--- src/rtl/lagd_spin_pkg.sv ---
// Shared types and encodings for the spin broadcast buffer.
// The mode constants are used by the top level to select the port-valid and port-pop rules.
package lagd_spin_pkg;

    localparam int unsigned DATASPIN_DEF = 256;

    typedef logic [DATASPIN_DEF-1:0] spin_t;

    localparam logic MODE_LOCKSTEP  = 1'b0;
    localparam logic MODE_DECOUPLED = 1'b1;

endpackage

--- src/rtl/spin_broadcast_rdport.sv ---
// Per-consumer read state: read pointer and unread-word count into the shared store.
// A masked port is held empty and kept aligned with the next write position.
module spin_broadcast_rdport
    import lagd_spin_pkg::*;
#(
    parameter int unsigned DEPTH = 4,
    parameter int unsigned CNT_W = $clog2(DEPTH + 1),
    parameter int unsigned PTR_W = $clog2(DEPTH)
) (
    input  logic             clk_i,
    input  logic             rst_i,
    input  logic             mask_i,
    input  logic             flush_i,
    input  logic             push_i,
    input  logic             pop_i,
    input  logic [PTR_W-1:0] wptr_nxt_i,
    output logic [PTR_W-1:0] rptr_o,
    output logic [CNT_W-1:0] cnt_o,
    output logic             nonempty_o
);

    logic [PTR_W-1:0] rptr_q, rptr_d;
    logic [CNT_W-1:0] cnt_q, cnt_d;

    // Next pointer/count; a disabled port follows the post-edge write pointer so
    // a push in the same cycle as re-enable lands where this port reads.
    always_comb begin
        rptr_d = rptr_q;
        cnt_d  = cnt_q;
        if (flush_i) begin
            rptr_d = '0;
            cnt_d  = '0;
        end else if (!mask_i) begin
            rptr_d = wptr_nxt_i;
            cnt_d  = '0;
        end else begin
            case ({push_i, pop_i})
                2'b10:   cnt_d = cnt_q + CNT_W'(1);
                2'b01:   cnt_d = cnt_q - CNT_W'(1);
                default: cnt_d = cnt_q;
            endcase
            if (pop_i) begin
                rptr_d = rptr_q + PTR_W'(1);
            end else begin
                rptr_d = rptr_q;
            end
        end
    end

    // Port state registers.
    always_ff @(posedge clk_i) begin
        if (rst_i) begin
            rptr_q <= '0;
            cnt_q  <= '0;
        end else begin
            rptr_q <= rptr_d;
            cnt_q  <= cnt_d;
        end
    end

    assign rptr_o     = rptr_q;
    assign cnt_o      = cnt_q;
    assign nonempty_o = (cnt_q != CNT_W'(0));

endmodule

--- src/rtl/spin_broadcast_buffer.sv ---
// N-port broadcast buffer: one producer writes a shared store, each enabled
// consumer port reads every word once, in lockstep or independently.
module spin_broadcast_buffer
    import lagd_spin_pkg::*;
#(
    parameter int unsigned DATASPIN = DATASPIN_DEF,
    parameter int unsigned NUM_PORT = 2,
    parameter int unsigned DEPTH    = 4,
    parameter int unsigned CNT_W    = $clog2(DEPTH + 1),
    parameter int unsigned ACC_W    = 32
) (
    input  logic                         clk_i,
    input  logic                         rst_i,
    input  logic                         en_i,
    input  logic                         mode_i,
    input  logic [NUM_PORT-1:0]          port_mask_i,
    input  logic                         flush_i,
    input  logic                         in_valid_i,
    output logic                         in_ready_o,
    input  logic [DATASPIN-1:0]          spin_i,
    output logic [NUM_PORT-1:0]          out_valid_o,
    input  logic [NUM_PORT-1:0]          out_ready_i,
    output logic [NUM_PORT*DATASPIN-1:0] spin_o,
    output logic [NUM_PORT*CNT_W-1:0]    fill_o,
    output logic [ACC_W-1:0]             acc_cnt_o,
    output logic                         idle_o
);

    localparam int unsigned PTR_W = $clog2(DEPTH);

    logic [DATASPIN-1:0] store_q [DEPTH];
    logic [PTR_W-1:0]    wptr_q, wptr_d;
    logic [ACC_W-1:0]    acc_cnt_q, acc_cnt_d;

    logic [PTR_W-1:0]    rptr_s [NUM_PORT];
    logic [CNT_W-1:0]    cnt_s  [NUM_PORT];
    logic [NUM_PORT-1:0] nonempty_s, full_vec_s, valid_s, pop_s;
    logic                all_nonempty_s, all_ready_s, full_s, in_ready_s, push_s;

    // Producer handshake and per-port valid/pop; full uses registered counts only.
    always_comb begin
        all_nonempty_s = &(nonempty_s | ~port_mask_i);
        all_ready_s    = &(out_ready_i | ~port_mask_i);
        full_s         = |full_vec_s;
        in_ready_s     = en_i & ~rst_i & ~flush_i & ~full_s;
        push_s         = in_valid_i & in_ready_s;
        valid_s        = '0;
        pop_s          = '0;
        case (mode_i)
            MODE_LOCKSTEP: begin
                valid_s = {NUM_PORT{en_i & ~rst_i & all_nonempty_s}} & port_mask_i;
                pop_s   = valid_s & {NUM_PORT{all_ready_s}};
            end
            MODE_DECOUPLED: begin
                valid_s = {NUM_PORT{en_i & ~rst_i}} & port_mask_i & nonempty_s;
                pop_s   = valid_s & out_ready_i;
            end
            default: begin
                valid_s = '0;
                pop_s   = '0;
            end
        endcase
    end

    // Write pointer and accepted-word counter; flush wins over a push.
    always_comb begin
        if (flush_i) begin
            wptr_d    = '0;
            acc_cnt_d = '0;
        end else if (push_s) begin
            wptr_d    = wptr_q + PTR_W'(1);
            acc_cnt_d = acc_cnt_q + ACC_W'(1);
        end else begin
            wptr_d    = wptr_q;
            acc_cnt_d = acc_cnt_q;
        end
    end

    // Producer-side registers.
    always_ff @(posedge clk_i) begin
        if (rst_i) begin
            wptr_q    <= '0;
            acc_cnt_q <= '0;
        end else begin
            wptr_q    <= wptr_d;
            acc_cnt_q <= acc_cnt_d;
        end
    end

    // Shared store; contents are never cleared, occupancy tracking makes stale words unreachable.
    always_ff @(posedge clk_i) begin
        if (push_s) begin
            store_q[wptr_q] <= spin_i;
        end
    end

    for (genvar p = 0; p < NUM_PORT; p++) begin : g_port
        spin_broadcast_rdport #(
            .DEPTH (DEPTH),
            .CNT_W (CNT_W),
            .PTR_W (PTR_W)
        ) u_rdport (
            .clk_i      (clk_i),
            .rst_i      (rst_i),
            .mask_i     (port_mask_i[p]),
            .flush_i    (flush_i),
            .push_i     (push_s),
            .pop_i      (pop_s[p]),
            .wptr_nxt_i (wptr_d),
            .rptr_o     (rptr_s[p]),
            .cnt_o      (cnt_s[p]),
            .nonempty_o (nonempty_s[p])
        );

        assign full_vec_s[p]                   = port_mask_i[p] & (cnt_s[p] == CNT_W'(DEPTH));
        assign spin_o[p*DATASPIN +: DATASPIN] = store_q[rptr_s[p]];
        assign fill_o[p*CNT_W +: CNT_W]       = cnt_s[p];
    end

    assign in_ready_o  = in_ready_s;
    assign out_valid_o = valid_s;
    assign acc_cnt_o   = acc_cnt_q;
    // Masked ports hold a zero count, so all-counts-zero equals all-enabled-ports-empty.
    assign idle_o      = ~|nonempty_s;

endmodule
--- config.mk ---
export PLATFORM = sky130hd
export DESIGN_NAME = spin_broadcast_buffer
export DESIGN_NICKNAME = d
export VERILOG_FILES = /design/src/rtl/lagd_spin_pkg.sv /design/src/rtl/spin_broadcast_rdport.sv /design/src/rtl/spin_broadcast_buffer.sv
export SDC_FILE = /design/constraint.sdc
export NUM_CORES = 1
export LEC_CHECK = 0
export CORE_AREA = 2 2 320 322
export DETAILED_ROUTE_END_ITERATION = 7
export DIE_AREA = 0 0 322 324
export PLACE_DENSITY = 0.72
export SYNTH_ARGS = -nofsm -noshare
export SYNTH_HDL_FRONTEND = slang
export SYNTH_SLANG_ARGS = --single-unit
--- constraint.sdc ---
create_clock -name clk_i -period 8.03 [get_ports clk_i]
set_input_delay 0.803 -clock clk_i [delete_from_list [all_inputs] [get_ports clk_i]]
set_output_delay 0.803 -clock clk_i [all_outputs]
set_load 0.02 [all_outputs]
==> metrics.txt <==
status finished clean; worst hold path class reg -> reg; vias in the first global route 26414; Peak VDD IR 0.199 mV; hold bufs inserted after CTS 0; Synth Flop Type edfxtp_1; CP required 7.23 ns; Post-CTS Resized 0; adder-cell area share of the yosys netlist 0.281%; crit path max-delay cell type buf_4; fmax 220 MHz; pin count of the biggest net entering global routing 130; CTS tree built; Placer Congestion 0.896; most frequent cells in the layout edfxtp_1 (1024), clkdlybuf4s50_1 (819), mux4_2 (512), clkbuf_16 (113), dfxtp_1 (44); TritonRoute pass-1 iters 5; Tmin final 4.54 ns; final setup fails 0; Worst Skew 0.0301 ns; Hold Fails Final Rpt 0; wirelength, routed 119000 µm; CTS sink count 1072; Crit Path Max Fanout 87; Pleak 17.8 nW; Max transition margin 23.6%; max-cap violations 0; clk slew on worst S/H paths 0.06 ns; number of antenna violations at the first check in global routing 25; area of the core 0.101 mm²; Post-layout nets 3047; post-synthesis simple-gate area fraction 1.69%; clock latency on the worst-skew pair 0.70 ns; Logic pwr share 4.5%; Power, Total 0.0118 W; synth warn 0; ratio of final minimum period to clock period 56.6%; unrepaired setup endpoints after global routing no; Compound-Gate Fraction of Synth Area 0.926%; Fillers 7275; Root Driver clkbuf_16; number of port buffers 819; Mean Syn Cell Area 23.3 µm²; clock buffer depth 3; clock power share 43.3%; worst setup path class reg -> out; P per Cell Area 201 mW/mm²; share of cells above drive strength 1 25.2%; DR vias/cell 5.92; overall die area 0.104 mm²; total grt overflow 0; Register Area 0.0317 mm²; first-pass GRT wire length 173000 µm; Post-Syn Nets 2219; Synth cell types 52; CP Buf/Inv Count 3; hpwl dp 76800 µm; Via Count 24818; register share of total power 52.3%; register area share after synthesis 69.9%; worst-margin pin slew 1.15 ns; Remaining DRCs 0; commonest non-fill, non-tap cell in the layout edfxtp_1; CP cell instances buf_12, buf_4, mux4_2, clkdlybuf4s50_1; average wire per standard cell 28.3 µm; Net Sw Frac 20.3%; CTS Buf Count 110; Rows 117; multi-input logic area 0.0130 mm²; Post-Syn Instances 1944; Iter 0 DRT Violations 1706; CP top delay family buffers and inverters; slowest stage delay, CP 0.67 ns; Die H 324 µm; ys async rst share 0%; Worst setup SP type flop; Syn-to-layout area delta 29.4%; Crit. End Element output pin; Post-synth EDFFs 1024; fin. max-slew vios 0; XOR/XNOR share of the synthesized area 0.174%; worst path arrival time 3.74 ns; Int Power 0.00940 W; H-Tree Level Count 3; largest family of logic cells by synthesized area multiplexers; Top Ports 820; all-layer global routing usage 22.4%; initial core utilization 44.9%; setup_tns 0 ns; area of the mapped netlist 0.0454 mm²; Yosys reg bits 1072; Die W 322 µm; switching power 0.00239 W; Post-DRT Antenna Nets 0; postcts setup bufs 0; post-synthesis mux area share 25.6%
-- cell usage after synthesis, drive strengths merged (2+ instances only) --
| cell | number | share of area, % |
|---|---|---|
| o2111a | 2 | 0.050 |
| nand4bb | 2 | 0.050 |
| nand4 | 12 | 0.21 |
| and4 | 5 | 0.099 |
| nand2b | 2 | 0.028 |
| o21bai | 2 | 0.033 |
| and2 | 3 | 0.041 |
| mux2i | 7 | 0.15 |
| nand2 | 25 | 0.21 |
| nor2 | 13 | 0.11 |
| o31ai | 15 | 0.25 |
| xor2 | 8 | 0.15 |
| or4 | 15 | 0.25 |
| nand3 | 5 | 0.055 |
| a21oi | 23 | 0.25 |
| edfxtp | 1024 | 68 |
| a31oi | 2 | 0.028 |
| o21a | 3 | 0.050 |
| nor4 | 7 | 0.14 |
| and3 | 11 | 0.15 |
| mux2 | 3 | 0.074 |
| mux4 | 512 | 25 |
| o22ai | 2 | 0.028 |
| inv | 16 | 0.13 |
| fa | 2 | 0.088 |
| o31a | 4 | 0.077 |
| buf | 90 | 0.97 |
| o2111ai | 2 | 0.039 |
| nor3b | 3 | 0.061 |
| o211a | 2 | 0.044 |
| o21ai | 5 | 0.055 |
| ha | 7 | 0.19 |
| and3b | 2 | 0.039 |
| clkbuf | 40 | 0.33 |
| or3 | 15 | 0.21 |
| dfxtp | 48 | 2.1 |
-- final cells by class --
class	instances	area share, %
sequential	1072	54.0
multi-input combinational	726	22.2
timing repair buffer	846	14.6
clock buffer	138	5.04
tap	1309	2.79
clock inverter	69	1.16
inverter	16	0.102
antenna	13	0.0554
-- cell families after synthesis --
kind of cell    count (synthesis)
compound gates                 63
xor+xnor                        9
fa+ha+maj                       9
buf+inv                       146
flops                        1072
mux                           522
simple gates                  123
-- final timing paths --
kind                                                                from  cells after the start                    endpoint  slack [ns]
worst max-delay path                                                flop                      4                  spin_o[49]        3.49
worst min-delay path                          acc_cnt_o[30]$_SDFFE_PP0P_                      2  acc_cnt_o[30]$_SDFFE_PP0P_        0.50
worst max register to register  g_port[1].u_rdport.cnt_o[0]$_SDFFE_PP0P_                      6   store_q[0][253]$_DFFE_PP_        4.75
worst min register to register                acc_cnt_o[30]$_SDFFE_PP0P_                      2  acc_cnt_o[30]$_SDFFE_PP0P_        0.50
-- power groups by stage --
stage / logic (W) / clock network (W) / registers (W)
floorplan: 0.000191 / 0 / 0.00628
global placement: 0.000518 / 0 / 0.00628
detailed placement: 0.000531 / 0 / 0.00628
CTS: 0.000534 / 0.00520 / 0.00616
global route: 0.000558 / 0.00541 / 0.00616
finish: 0.000530 / 0.00510 / 0.00616
-- per-stage QoR --
| stage | hold slack, ns | std cells | worst slack [ns] | utilization (%) | cell area [µm²] |
|---|---|---|---|---|---|
| final | 0.496 | 4189 | 3.49 | 58.1 | 58700 |
| after global routing | 0.518 | 4187 | 3.15 | 58.1 | 58700 |
| after CTS | 0.492 | 4176 | 3.22 | 58.1 | 58700 |
| after global placement | 0.470 | 3969 | 3.76 | 54.5 | 55100 |
| after floorplan | 0.534 | 1944 | 2.95 | - | 45400 |
| after detailed placement | 0.484 | 3969 | 3.77 | 54.5 | 55100 |
-- per-layer routing --
metal	up-vias	share of wire, %	routed length, µm	global-route usage, %
met5	-	0.12	144	0
met4	24	4.5	5310	10.2
met3	252	10	12200	8.87
met2	1050	51	60200	37.4
met1	13168	34	40700	25.5
li1	10324	-	-	-
-- registers in the layout, indices dropped and copies added (netlist names), named ones only --
signal                  flops
store_q                  1024
acc_cnt_o                  32
g_port.u_rdport.cnt_o       6
g_port.u_rdport.rptr_o      4
wptr_q                      2
-- worst min-delay path, stage by stage (launching register included) --
cell	delay, ns
dfxtp_1	0.33
nand2_1	0.06
mux2i_1	0.06
(Power assumes the default switching activity.)
